`config.mk`:
```
export PLATFORM = sky130hd
export DESIGN_NAME = pulse_capture
export DESIGN_NICKNAME = d
export VERILOG_FILES = /design/src/rtl/pulse_capture.sv
export SDC_FILE = /design/constraint.sdc
export NUM_CORES = 1
export LEC_CHECK = 0
export ABC_CLOCK_PERIOD_IN_PS = 1700
export BUFFER_PORTS_ARGS = -buffer_cell sky130_fd_sc_hd__buf_4
export CAP_MARGIN = 20
export CORE_MARGIN = 2
export CORE_UTILIZATION = 37
export DETAILED_ROUTE_END_ITERATION = 8
export PLACE_DENSITY_LB_ADDON = 0.05
export SLEW_MARGIN = 20
export SYNTH_ARGS = -nofsm -noshare
export SYNTH_HDL_FRONTEND = slang
export SYNTH_SLANG_ARGS = --single-unit
```
`constraint.sdc`:
```
create_clock -name clk -period 1.7 [get_ports clk]
set_input_delay 0.085 -clock clk [delete_from_list [all_inputs] [get_ports clk]]
set_output_delay 0.085 -clock clk [all_outputs]
set_load 0.05 [all_outputs]
```
`src/rtl/pulse_capture.sv`:
```
// pulse_capture
//   Multi-channel asynchronous pulse/edge capture. Each channel synchronises
//   its input, detects edges according to a common mode, and produces a
//   one-cycle strobe. The strobe also drives a retriggerable stretched output,
//   a sticky flag and an optional saturating event counter.
//
//   Build option: define PULSE_CAPTURE_CNT_EN to build the per-channel event
//   counters. Without it, no counter state exists and cnt is tied to zero.
//
//   Parameters
//     WIDTH        number of independent channels
//     SYNC_STAGES  synchroniser depth per channel (>= 2)
//     STRETCH      stretched-output length in clk cycles (>= 1)
//     CNT_W        per-channel event-counter width
//
//   Ports
//     clk      single clock, rising edge
//     reset    synchronous, active-high reset
//     d        asynchronous pulse inputs, one per channel
//     mode     00 rising, 01 falling, 10 both edges, 11 disabled
//     clr      per-channel clear of sticky flag and counter
//     pulse    one-cycle detect strobe per channel
//     stretch  detect stretched to STRETCH cycles, retriggerable
//     sticky   latched detect flag
//     cnt      channel i count in bits [i*CNT_W +: CNT_W]
//     busy     OR of all stretch outputs
module pulse_capture #(
   parameter int WIDTH       = 4,
   parameter int SYNC_STAGES = 2,
   parameter int STRETCH     = 3,
   parameter int CNT_W       = 8
) (
   input  logic                   clk,
   input  logic                   reset,
   input  logic [WIDTH-1:0]       d,
   input  logic [1:0]             mode,
   input  logic [WIDTH-1:0]       clr,
   output logic [WIDTH-1:0]       pulse,
   output logic [WIDTH-1:0]       stretch,
   output logic [WIDTH-1:0]       sticky,
   output logic [WIDTH*CNT_W-1:0] cnt,
   output logic                   busy
);

   localparam int SCNT_W = $clog2(STRETCH + 1);

   localparam logic [1:0] MODE_RISE = 2'b00;
   localparam logic [1:0] MODE_FALL = 2'b01;
   localparam logic [1:0] MODE_BOTH = 2'b10;

   logic [SYNC_STAGES-1:0] sync_q [WIDTH];
   logic [SCNT_W-1:0]      scnt_q [WIDTH];
   logic [WIDTH-1:0]       hist_q;
   logic [WIDTH-1:0]       sync_last;
   logic [WIDTH-1:0]       det;

   always_comb begin
      sync_last = '0;
      for (int unsigned ch = 0; ch < WIDTH; ch++) begin
         sync_last[ch] = sync_q[ch][SYNC_STAGES-1];
      end
   end

   // The synchronisers and history flops run regardless of mode, so the
   // history always matches the last synchronised value and switching mode
   // can never manufacture an edge.
   always_comb begin
      det = '0;
      case (mode)
         MODE_RISE: det = sync_last & ~hist_q;
         MODE_FALL: det = ~sync_last & hist_q;
         MODE_BOTH: det = sync_last ^ hist_q;
         default:   det = '0;
      endcase
   end

   always_ff @(posedge clk) begin
      if (reset) begin
         for (int unsigned ch = 0; ch < WIDTH; ch++) begin
            sync_q[ch] <= '0;
            scnt_q[ch] <= '0;
         end
         hist_q <= '0;
         pulse  <= '0;
         sticky <= '0;
      end else begin
         for (int unsigned ch = 0; ch < WIDTH; ch++) begin
            sync_q[ch] <= {sync_q[ch][SYNC_STAGES-2:0], d[ch]};
            // Loaded from the same detect that sets pulse, so stretch rises
            // together with the strobe; a new detect simply reloads.
            if (det[ch]) begin
               scnt_q[ch] <= SCNT_W'(STRETCH);
            end else if (scnt_q[ch] != '0) begin
               scnt_q[ch] <= scnt_q[ch] - SCNT_W'(1);
            end
         end
         hist_q <= sync_last;
         pulse  <= det;
         // Driven by the registered strobe: a clr issued in the strobe cycle
         // lands on the same edge as the detect and the detect wins.
         sticky <= pulse | (sticky & ~clr);
      end
   end

   always_comb begin
      stretch = '0;
      for (int unsigned ch = 0; ch < WIDTH; ch++) begin
         stretch[ch] = (scnt_q[ch] != '0);
      end
   end

   assign busy = |stretch;

`ifdef PULSE_CAPTURE_CNT_EN
   logic [CNT_W-1:0] cnt_q [WIDTH];

   always_ff @(posedge clk) begin
      if (reset) begin
         for (int unsigned ch = 0; ch < WIDTH; ch++) begin
            cnt_q[ch] <= '0;
         end
      end else begin
         for (int unsigned ch = 0; ch < WIDTH; ch++) begin
            if (clr[ch]) begin
               cnt_q[ch] <= pulse[ch] ? CNT_W'(1) : '0;
            end else if (pulse[ch] && (cnt_q[ch] != '1)) begin
               cnt_q[ch] <= cnt_q[ch] + CNT_W'(1);
            end
         end
      end
   end

   always_comb begin
      cnt = '0;
      for (int unsigned ch = 0; ch < WIDTH; ch++) begin
         cnt[ch*CNT_W +: CNT_W] = cnt_q[ch];
      end
   end
`else
   assign cnt = '0;
`endif

endmodule

```
==> impl_metrics.ini, run 1 <==
[drt]
drc_violations_left = 0
drt_first_iter_violations = 18
viasPerCell = 4.19
ant_nets = 0
first_pass_iters = 4
wl_um = 2220
vias = 990
wl_per_cell_um = 9.39

[critical_path]
crit_path_end_kind = flop
worst_path_max_delay_cell = dfxtp_1
critical_path_peak_fanout = 2
critical-path-top-delay-family = flip-flops
cp_cell_sequence = inv_1, ha_1, nor2b_1, nor2_1, o21ai_0
timing_worst_setup_path_type = flop to flop
worstSetupStartpointType = flop
largest_stage_delay_worst_path_ns = 0.34
critPathArrivalTime_ns = 1.43
worst-path-buf-inv = 1
timing.critical_path.required_ns = 1.65

[power_and_ir_drop]
comb_power_share_pct = 43.0
p_switching_uw = 932
p_total_uw = 2310
sw_frac_of_total_pct = 40.4
power_frac_clock_pct = 19.9
peakVddDrop_uv = 455
power.leakage_uw = 0.000799
power_report.internal_total_uw = 1380
share_seq_of_total_power_pct = 37.0
powerDensity_mw_per_mm2 = 1390

[cells_and_area]
layoutNonFillerInstCount = 236
nFillCells = 404
multi_input_area_um2 = 618
final_non_filler_cell_area_mm2 = 0.00166
seqCellArea_um2 = 641
drive_gt1_share_pct = 18.3
area_growth_pct = 10.7
antenna-diode-count = 0
final_nets = 211

[cts]
numCtsBuffers = 3
clkTransAtPathRegs_ns = 0.09
cts_hold_repair.buffers = 0
cts_tree = built
cts_root_buf = clkbuf_8
post_cts_buffers = 0
cts_max_level = 1
clkSinkCount = 28
clock_insertion_delay_worst_skew_ns = 0.27
post_cts_sizing_count = 0
clk_path_buf_depth = 2

[global_routing]
grt_overflow_total = 0
grt_pass1_vias = 848
grt.total_usage_pct = 10.4
number_of_antenna_violations_at_the_first_check_in_global_routing = 0
grt_pass1_wl_um = 3620
grt_start_max_net_pins = 34

[sta]
final_max_slew_viol_count = 0
setup_viol_count_final = 0
rsz0062_at_grt = false
setup_tns_ns = 0
min_period_over_period_pct = 86.6
finalHoldViolCount = 0
clock.fmax_ghz = 0.679
fin_worst_hold_slack_ns = 0.0216
final.min_clock_period_ns = 1.47
final.setup_skew_ns = 0.000830

[floorplan]
core-area_mm2 = 0.00394
num_rows = 23
start_util_pct = 38.0
die_width_um = 67.6
die_area_mm2 = 0.00457
vertical_extent_of_the_die_um = 67.6
io-pin-count = 57

[synthesis]
synth_warnings = 0
synthTopCellsByArea = dfxtp_1 (27%), buf_4 (16%), edfxtp_1 (16%), ha_1 (10%), inv_1 (6.0%)
syn_avg_cell_area_um2 = 9.19
netlist.top_cell.by_area = dfxtp_1
mappedNetlistArea_mm2 = 0.00150
distinct_cell_type_count_after_synthesis = 27
flop_and_latch_count_out_of_synthesis = 28
number_of_synthesized_flops_with_an_enable_pin = 8
synth.yosys.seq_area_share_pct = 42.8
netlist.area_leader.share_pct = 26.7
synthesis.instances = 163
synth_flop_cell = dfxtp_1
async_reset_ff_share_pct = 0

[placed_design]
final_gp_congestion = 0.670
portBuffers = 24
postPlaceCellArea_mm2 = 0.00159
dp.cells = 232
hpwlAfterDp_um = 1700

[run_status]
status = complete, no violations

[run]
max_cap_viol_count = 0

[worst_hold_path]
hp-class = input port to flop
==> synth_stat cells (2+ instances only) <==
| cell type | n |
|---|---|
| a211o_2 | 2 |
| a21oi_1 | 7 |
| a31oi_1 | 6 |
| buf_2 | 2 |
| buf_4 | 32 |
| dfxtp_1 | 20 |
| edfxtp_1 | 8 |
| ha_1 | 12 |
| inv_1 | 24 |
| nand2_1 | 7 |
| nand3_1 | 2 |
| nand4b_1 | 3 |
| nor2_1 | 13 |
| nor2b_1 | 9 |
| or2_2 | 3 |
| or3_1 | 2 |
==> cell usage in the layout, fill, tap and decap left out, drive strengths merged <==
master,n
nor2,13
conb,32
clkbuf,4
o21ai,2
dfxtp,20
nand3b,1
a21oi,7
buf,24
or3,2
a31oi,6
inv,24
and2b,1
a211oi,1
or2,3
nand2,7
nand4,1
nor2b,10
nand3,2
a211o,3
edfxtp,8
ha,12
nand4b,3
==> kinds of logic after synthesis <==
group / count (synthesis) / share of synthesized area (%)
DFF: 28 / 42.8
other: 1 / 0.250
adders and majority gates: 12 / 10.0
AOI/OAI and AO/OA: 19 / 7.94
and+or+nand+nor: 43 / 15.3
buffers and inverters: 60 / 23.7
==> power groups by stage <==
stage / logic, uW / registers [uW] / clock network (uW)
6_report: 993 / 854 / 460
2_1_floorplan: 814 / 886 / 0
4_1_cts: 998 / 857 / 482
5_1_grt: 1090 / 867 / 504
3_3_place_gp: 991 / 867 / 0
3_5_place_dp: 991 / 872 / 0
==> per-layer routing <==
layer | GRT usage (%) | vias up | wire [um]
met5 | 0 | - | 0
met4 | 5.10 | 0 | 44
met3 | 2.00 | 4 | 165
met2 | 18.0 | 42 | 1060
met1 | 12.3 | 443 | 941
li1 | - | 501 | -
==> sequential cells by signal, indices dropped and copies added (netlist names) <==
name and flops:
hist_q 4, pulse 4, scnt_q 8, sticky 4, sync_q 8
==> final cells by class <==
class | instances | area share [%]
clock buffers | 4 | 4.00
inverters | 24 | 5.43
multi-input cells | 106 | 37.3
flip-flops and latches | 28 | 38.6
well taps | 50 | 3.77
repair buffers | 24 | 10.9
==> final timing paths <==
| path | end | depth (start not counted) | slack (ns) | startpoint |
|---|---|---|---|---|
| worst min register to register | sync_q[3][1]$_SDFF_PP0_ | 1 | 0.45 | sync_q[3][0]$_SDFF_PP0_ |
| worst max-delay path | scnt_q[3][1]$_DFFE_PP_ | 5 | 0.23 | hist_q[3]$_SDFF_PP0_ |
| worst max register to register | scnt_q[3][1]$_DFFE_PP_ | 5 | 0.23 | hist_q[3]$_SDFF_PP0_ |
| worst min-delay path | sync_q[2][0]$_SDFF_PP0_ | 2 | 0.02 | d[2] |
==> through the flow <==
| step | util, % | setup slack [ns] |
|---|---|---|
| after floorplan | - | 0.276 |
| after global placement | 40.4 | 0.272 |
| after detailed placement | 40.4 | 0.244 |
| after CTS | 42.1 | 0.220 |
| after global routing | 42.1 | 0.129 |
| final | 42.1 | 0.227 |
(Power assumes the default switching activity.)
==> run 2: changes to the inputs <==
Settings changed: CORE_UTILIZATION 37 to 45.
==> impl_metrics.ini, run 2 (same netlist as run 1, synthesis figures left out) <==
[drt]
wl_um = 2130
vias = 989
first_pass_iters = 4
ant_nets = 0
drc_violations_left = 0
viasPerCell = 4.23
wl_per_cell_um = 9.12
drt_first_iter_violations = 21

[worst_hold_path]
hp-class = input port to flop
holdPathStages = 4

[sta]
final.setup_skew_ns = 0.00457
final.min_clock_period_ns = 1.48
setup_tns_ns = 0
setup_viol_count_final = 0
clock.fmax_ghz = 0.678
min_period_over_period_pct = 86.8
final_max_slew_viol_count = 0
rsz0062_at_grt = false
finalHoldViolCount = 0

[critical_path]
critical_path_peak_fanout = 4
worst_path_max_delay_cell = dfxtp_1
crit_path_end_kind = flop
timing.critical_path.required_ns = 1.76
worstSetupStartpointType = flop
cp_cell_sequence = inv_1, ha_1, a211o_2, nand4b_1
largest_stage_delay_worst_path_ns = 0.36
r2r.worst_path.cells = 4
critPathArrivalTime_ns = 1.53
timing_worst_setup_path_type = flop to flop

[cells_and_area]
final_nets = 215
mostFrequentLayoutCell = conb_1
drive_gt1_share_pct = 17.9
layout.cells.most_common_list = conb_1 (32), inv_1 (24), buf_4 (24)
final_core_util_pct = 54.0
area_growth_pct = 11.9
antenna-diode-count = 0
final_non_filler_cell_area_mm2 = 0.00168
largestRegisters = scnt_q x8, sync_q x8
nFillCells = 274

[floorplan]
core-area_mm2 = 0.00310
vertical_extent_of_the_die_um = 61.7
die_area_mm2 = 0.00381
die_width_um = 61.7
num_rows = 20
io-pin-count = 57
start_util_pct = 48.3

[global_routing]
groute.layer.met2.usage_pct = 19.5
gr-max-usage-layer = met2
grt.total_usage_pct = 11.9
grt_overflow_total = 0
groute.layer.met3.usage_pct = 1.86
grt_use_met1_pct = 15.6
number_of_antenna_violations_at_the_first_check_in_global_routing = 0
grt_start_max_net_pins = 34
grt_pass1_vias = 824
grt_pass1_wl_um = 3390

[cts]
cts_root_buf = clkbuf_4
clkSinkCount = 28
clock_insertion_delay_worst_skew_ns = 0.33
clk_path_buf_depth = 2
post_cts_buffers = 0
post_cts_sizing_count = 0
cts_max_level = 1
numCtsBuffers = 3
clkTransAtPathRegs_ns = 0.15
cts_tree = built

[run]
max_cap_viol_count = 0

[power_and_ir_drop]
powerDensity_mw_per_mm2 = 1370
peakVddDrop_uv = 626
power.leakage_uw = 0.000810

[placed_design]
final_gp_congestion = 0.662
postPlaceCellArea_mm2 = 0.00158
hpwlAfterDp_um = 1590
portBuffers = 24

[run_status]
status = complete, no violations
## run 2: cell count changes in the layout (fill, tap and decap cells not counted), sizes merged
cell	previous run	this run
bufinv	0	1
clkbuf	4	3
dlygate4sd3	0	4
## run 2: per-stage QoR
stage | total power, uW | hold slack (ns) | instances | setup slack, ns
finish | 2300 | 0.0431 | 234 | 0.224
global route | 2430 | 0.0632 | 234 | 0.121
CTS | 2310 | 0.0398 | 234 | 0.222
detailed placement | 1870 | 0.305 | 226 | 0.241
global placement | 1850 | 0.297 | 226 | 0.283
floorplan | 1700 | 0.213 | 194 | 0.276
## run 2: layout make-up
cell class	instances	area (um2)	area share (%)
Clock buffer	3	22.5	1.34
Clock inverter	1	30.0	1.79
Timing Repair Buffer	28	220	13.1
Sequential cell	28	641	38.2
Tap cell	44	55.1	3.28
Multi-Input combinational cell	106	618	36.9
Inverter	24	90.1	5.37
## run 2: power by group
| part | switching [uW] | total, uW | internal (uW) |
|---|---|---|---|
| registers | 29.4 | 853 | 824 |
| logic | 705 | 1010 | 302 |
| clock network | 200 | 439 | 239 |
## run 2: timing repair
action | 4_1_cts | 5_1_grt
endpoints found under the hold margin | 4 | 0
hold buffers | 4 | 0
endpoints found under the setup margin | 0 | 0
## run 2: layer usage
| layer | share of wire, % | vias up |
|---|---|---|
| li1 | - | 512 |
| met1 | 47 | 424 |
| met2 | 44 | 49 |
| met3 | 7.3 | 4 |
| met4 | 1.3 | 0 |
| met5 | 0 | - |
## run 2: worst paths after layout
kind / start / to / slack (ns)
max reg2reg: hist_q[2]$_SDFF_PP0_ / scnt_q[2][0]$_SDFFCE_PN0P_ / 0.22
min reg2reg: sync_q[3][0]$_SDFF_PP0_ / sync_q[3][1]$_SDFF_PP0_ / 0.46
max: hist_q[2]$_SDFF_PP0_ / scnt_q[2][0]$_SDFFCE_PN0P_ / 0.22
min: clr[3] / sticky[3]$_SDFF_PP0_ / 0.04
## run 2: worst max-delay path, delay by kind of cell (launching register included)
kind,cells,cell delay (ns)
AO/OA/AOI/OAI,1,0.36
adder cells (fa/ha/maj),1,0.28
flip-flops,1,0.36
buffers and inverters,1,0.05
AND/OR/NAND/NOR,1,0.15
